**config.mk**
```make
export PLATFORM = sky130hd
export DESIGN_NAME = fetch_unit
export DESIGN_NICKNAME = d
export VERILOG_FILES = /design/src/rtl/fetch_unit.sv
export SDC_FILE = /design/constraint.sdc
export NUM_CORES = 1
export LEC_CHECK = 0
export ABC_CLOCK_PERIOD_IN_PS = 5300
export CAP_MARGIN = 20
export CORE_UTILIZATION = 56
export DETAILED_ROUTE_END_ITERATION = 10
export PLACE_DENSITY = 0.8
export SLEW_MARGIN = 15
export SYNTH_ARGS = -nofsm -noshare
export SYNTH_HDL_FRONTEND = slang
export SYNTH_SLANG_ARGS = --single-unit
```
**constraint.sdc**
```tcl
create_clock -name clock -period 5.3 [get_ports clock]
set_clock_uncertainty 0.05 [all_clocks]
set_input_delay 1.325 -clock clock [delete_from_list [all_inputs] [get_ports clock]]
set_output_delay 1.325 -clock clock [all_outputs]
set_load 0.05 [all_outputs]
```
**src/rtl/fetch_unit.sv**
```systemverilog
// Instruction fetch front end: owns the PC sequence, issues imem requests
// under a credit limit, buffers responses with their PCs for decode.
module fetch_unit #(
    parameter logic [31:0] RESET_PC = 32'h0040_0000,
    parameter int unsigned DEPTH    = 4
) (
    input  logic        clock,
    input  logic        reset,
    output logic        imem_req_valid,
    input  logic        imem_req_ready,
    output logic [31:0] imem_req_addr,
    input  logic        imem_rsp_valid,
    input  logic [31:0] imem_rsp_data,
    input  logic        redirect_valid,
    input  logic [31:0] redirect_pc,
    output logic        inst_valid,
    input  logic        inst_ready,
    output logic [31:0] inst_data,
    output logic [31:0] inst_pc
);

    localparam int AW = $clog2(DEPTH);
    localparam int CW = AW + 1;
    localparam int DW = CW + 4;

    typedef struct packed {
        logic [31:0] data;
        logic [31:0] pc;
    } entry_t;

    entry_t        mem_q [DEPTH];
    logic [CW-1:0] wr_ptr_q, wr_ptr_d;
    logic [CW-1:0] rd_ptr_q, rd_ptr_d;
    logic [CW-1:0] inflight_q, inflight_d;
    logic [DW-1:0] discard_q, discard_d;
    logic [31:0]   fetch_pc_q, fetch_pc_d;
    logic [31:0]   push_pc_q, push_pc_d;

    logic [CW-1:0] count;
    logic [CW:0]   credit_used;
    logic          credit_ok;
    logic          req_fire;
    logic          push;
    logic          drop;
    logic          pop;
    logic [31:0]   redirect_aligned;
    entry_t        head;

    assign count            = wr_ptr_q - rd_ptr_q;
    assign credit_used      = {1'b0, count} + {1'b0, inflight_q};
    assign credit_ok        = credit_used < (CW+1)'(DEPTH);
    assign redirect_aligned = {redirect_pc[31:2], 2'b00};

    // Gating with reset keeps the request low while reset is held.
    assign imem_req_valid = reset & credit_ok & ~redirect_valid;
    assign imem_req_addr  = fetch_pc_q;

    assign req_fire = imem_req_valid & imem_req_ready;
    assign drop     = imem_rsp_valid & (discard_q != '0);
    assign push     = imem_rsp_valid & ~redirect_valid & (discard_q == '0);
    assign pop      = inst_valid & inst_ready & ~redirect_valid;

    assign head       = mem_q[rd_ptr_q[AW-1:0]];
    assign inst_valid = count != '0;
    assign inst_data  = inst_valid ? head.data : 32'h0;
    assign inst_pc    = inst_valid ? head.pc : 32'h0;

    always_comb begin
        fetch_pc_d = fetch_pc_q;
        push_pc_d  = push_pc_q;
        wr_ptr_d   = wr_ptr_q;
        rd_ptr_d   = rd_ptr_q;
        inflight_d = inflight_q;
        discard_d  = discard_q;
        if (redirect_valid) begin
            fetch_pc_d = redirect_aligned;
            push_pc_d  = redirect_aligned;
            rd_ptr_d   = wr_ptr_q;
            inflight_d = '0;
            // Any response this cycle retires one of the outstanding words.
            discard_d  = discard_q + DW'(inflight_q) - DW'(imem_rsp_valid);
        end else begin
            if (req_fire) begin
                fetch_pc_d = fetch_pc_q + 32'd4;
            end
            if (push) begin
                push_pc_d = push_pc_q + 32'd4;
                wr_ptr_d  = wr_ptr_q + CW'(1);
            end
            if (pop) begin
                rd_ptr_d = rd_ptr_q + CW'(1);
            end
            inflight_d = inflight_q + CW'(req_fire) - CW'(push);
            discard_d  = discard_q - DW'(drop);
        end
    end

    always_ff @(posedge clock or negedge reset) begin
        if (!reset) begin
            fetch_pc_q <= RESET_PC;
            push_pc_q  <= RESET_PC;
            wr_ptr_q   <= '0;
            rd_ptr_q   <= '0;
            inflight_q <= '0;
            discard_q  <= '0;
        end else begin
            fetch_pc_q <= fetch_pc_d;
            push_pc_q  <= push_pc_d;
            wr_ptr_q   <= wr_ptr_d;
            rd_ptr_q   <= rd_ptr_d;
            inflight_q <= inflight_d;
            discard_q  <= discard_d;
        end
    end

    always_ff @(posedge clock) begin
        if (push) begin
            mem_q[wr_ptr_q[AW-1:0]] <= '{data: imem_rsp_data, pc: push_pc_q};
        end
    end

endmodule

```
==> impl_metrics.py <==
metrics = {
    "synthesis": {
        "ys_warn_count": 0,
        "synthDistinctLibCells": 60,
        "synthArstFlopShare_pct": 23.5,
        "synth_edf_count": 248,
        "ys.flop_type": "edfxtp_1",
        "ys_seq_area_share_pct": 66.1,
        "yosys_register_bits": 324,
        "netlist_instances": 938,
        "syn_area_sq_mm": 0.0142,
        "avgSynthCellArea_sq_um": 15.1,
    },
    "timing": {
        "setup_viol": 0,
        "hold_viol": 0,
        "worst_pin_slew_ps": 896,
        "drv_slew": 0,
        "slew_headroom_pct": 40.3,
        "fmax_mhz": 199,
        "finalSetupTns_ps": 0,
        "fin_crit_ps": 5020,
        "finalCritPeriodShare_pct": 94.7,
        "rsz0062_at_grt": "false",
    },
    "grt": {
        "grt.overflow.total": 0,
        "grt_max_degree": 65,
        "track_usage_pct": 23.2,
        "grt_pass1_wl_um": 46700,
        "first_global_vias": 8488,
        "antenna_found_initial": 0,
    },
    "die": {
        "rows": 57,
        "core_area_sq_mm": 0.0245,
        "die_x_um": 161,
        "fp.dieH_um": 161,
        "ioPinCount": 168,
        "die_area_sq_mm": 0.0259,
        "start_util_pct": 57.7,
    },
    "clock_tree": {
        "cts.reportedPaths.clkPinSlew_ps": 60,
        "clk_latency_ps": 530,
        "post_cts_buffers": 0,
        "cts_buffers": 31,
        "ctsHoldBuffers": 0,
        "cts_max_level": 1,
        "cts_tree": "done",
        "clockBufferDepth": 3,
        "cts-root-buf": "clkbuf_16",
        "ctsResizeCount": 0,
        "cts_sinks": 324,
    },
    "setup_path": {
        "reg2reg_from": "wr_ptr_q[0]",
        "critPathKind": "reg2out",
        "crit_chain": "buf_4, buf_4, mux4_2, and2_1, clkdlybuf4s50_1",
        "crit_path_top_delay_cell": "clkdlybuf4s50_1",
        "required_ps": 3920,
        "worst-path-max-fanout": 35,
        "worstReg2RegEnd": "inflight_q[2]",
        "cpMostUsedCell": "buf_4",
        "critical_path.max_stage_delay_ps": 690,
        "ff2ff_path_depth": 18,
        "startpoint_type": "flop",
        "cp.arrival_ps": 3640,
        "endpoint_kind": "primary output",
        "r2r_slack_ps": 1280,
    },
    "layout": {
        "n_antenna_cell": 0,
        "final_nets": 1205,
        "synthToLayoutAreaGrowth_pct": 20.3,
        "fill_cells": 1647,
        "drive_gt1_share_pct": 15.1,
        "fin_util_pct": 69.4,
    },
    "drt": {
        "post_drt_wl_per_cell_um": 20.3,
        "drt_iter0_drc": 713,
        "drc": 0,
        "avgViaCountPerCell": 5.93,
        "via_count": 8628,
        "dr.pass1.iters": 5,
        "wirelength_um": 29500,
        "ant_nets": 0,
    },
    "worst_hold_path": {
        "min_to": "wr_ptr_q[2]",
        "hold_path.class": "reg2reg",
        "hp-start": "wr_ptr_q[2]",
        "holdPathStages": 1,
    },
    "power": {
        "power.density_mw_per_mm2": 578,
        "p_leak_nw": 6.00,
        "seqPwrFrac_pct": 30.9,
        "switchingPower_mw": 4.09,
        "internal_power_mw": 5.76,
        "clockPowerShare_pct": 20.4,
        "p_comb_share_pct": 48.7,
        "ir_drop_v": 0.000501,
        "swShare_pct": 41.5,
    },
    "job": {
        "max_cap_viol_count": 0,
    },
    "place": {
        "hpwlAfterDp_um": 19000,
        "place_congestion": 0.847,
        "port_buffers": 161,
    },
    "run_status": {
        "status": "complete, no violations",
    },
}
[critical path, delay by kind of cell, from the launching register on]
kind                   cells  cell delay (ps)
and+or+nand+nor            1              170
buffers and inverters      3             1900
DFF                        1              420
muxes                      1              580
[placed cells by master (no fill, tap or decap), types with 5 or more instances in the layout]
master | Yosys | layout
edfxtp_1 | 248 | 248
clkdlybuf4s50_1 | 0 | 128
dfrtp_1 | 74 | 72
and2_1 | 66 | 66
nand2_1 | 66 | 66
mux4_2 | 62 | 62
o21ai_0 | 52 | 52
buf_4 | 4 | 48
inv_1 | 38 | 38
clkbuf_16 | 0 | 32
nand3_1 | 29 | 29
nand4_1 | 26 | 26
ha_1 | 25 | 25
nor2_1 | 24 | 24
xor2_1 | 22 | 22
xnor2_1 | 19 | 19
clkbuf_1 | 35 | 15
o211ai_1 | 12 | 12
and3_1 | 15 | 11
a21oi_1 | 11 | 11
o311ai_0 | 11 | 11
nor4_1 | 9 | 9
or3_1 | 7 | 7
nor3_1 | 6 | 6
a31oi_1 | 6 | 6
nand3b_1 | 5 | 5
or4_1 | 5 | 5
[stage by stage]
stage	area (sq um)	hold slack [ps]	power (mW)	instances	setup WS (ps)
2_1_floorplan	14200	426	6.47	941	221
3_3_place_gp	16100	462	7.84	1397	673
3_5_place_dp	16100	462	7.91	1397	616
4_1_cts	17000	474	9.93	1454	30.4
5_1_grt	17000	513	10.3	1455	39.6
6_report	17000	472	9.85	1455	283
[cell families after synthesis]
kind of cell | synth area share [%]
AOI/OAI and AO/OA | 4.85
other | 0.0265
adders and majority gates | 2.63
and+or+nand+nor | 11.1
muxes | 10.2
DFF | 66.1
buffers and inverters | 2.38
xor gates and xnor gates | 2.70
[power groups by stage]
stage / sequential [mW] / combinational, mW / clock (mW)
3_3_place_gp: 3.08 / 4.76 / 0
4_1_cts: 3.04 / 4.84 / 2.04
2_1_floorplan: 3.17 / 3.31 / 0
3_5_place_dp: 3.09 / 4.83 / 0
5_1_grt: 3.06 / 5.10 / 2.15
6_report: 3.04 / 4.80 / 2.01
[routing by layer]
layer | track usage [%] | wire (um)
met1 | 34.2 | 12700
met2 | 37.6 | 14400
met3 | 3.08 | 2030
met4 | 4.67 | 391
met5 | 0 | 0
[worst max path at each step]
stage	from	cells past startpoint	to	slack [ps]
final	rd_ptr_q[0]	5	inst_data[30]	280
after global routing	rd_ptr_q[0]	5	inst_data[8]	40
after CTS	wr_ptr_q[0]	8	inst_data[17]	30
after detailed placement	wr_ptr_q[0]	8	inst_data[17]	620
after global placement	wr_ptr_q[0]	8	inst_data[26]	670
after floorplan	rd_ptr_q[1]	8	imem_req_valid	220
[Yosys cell counts, types with 6 or more instances]
master	number	area, sq um
dfrtp_1	74	1850
buf_1	6	22.5
nand2_1	66	248
clkbuf_1	35	131
xor2_1	22	193
a21oi_1	11	55.1
nand4_1	26	163
or3_1	7	43.8
o211ai_1	12	90.1
inv_1	38	143
and3_1	15	93.8
mux4_2	62	1400
nor3_1	6	30.0
and2_1	66	413
nor4_1	9	56.3
ha_1	25	313
o311ai_0	11	96.3
nor2_1	24	90.1
a31oi_1	6	37.5
edfxtp_1	248	7450
xnor2_1	19	166
o21ai_0	52	260
nand3_1	29	145
[registers in the layout (all words and copies together), names as in the netlist]
signal	cells
imem_req_addr	30
discard_q	7
mem_q	248
push_pc_q	30
inflight_q	3
wr_ptr_q	3
rd_ptr_q	3
[area by class of cell]
type / count / area [sq um] / area share, %
Tap cell: 324 / 405 / 2.38
Clock buffer: 50 / 898 / 5.27
Sequential cell: 324 / 9360 / 54.9
Inverter: 38 / 143 / 0.837
Multi-Input combinational cell: 532 / 4490 / 26.3
Clock inverter: 7 / 36.3 / 0.213
Timing Repair Buffer: 180 / 1710 / 10.0
Note: power is estimated with default switching activity, not from simulation.
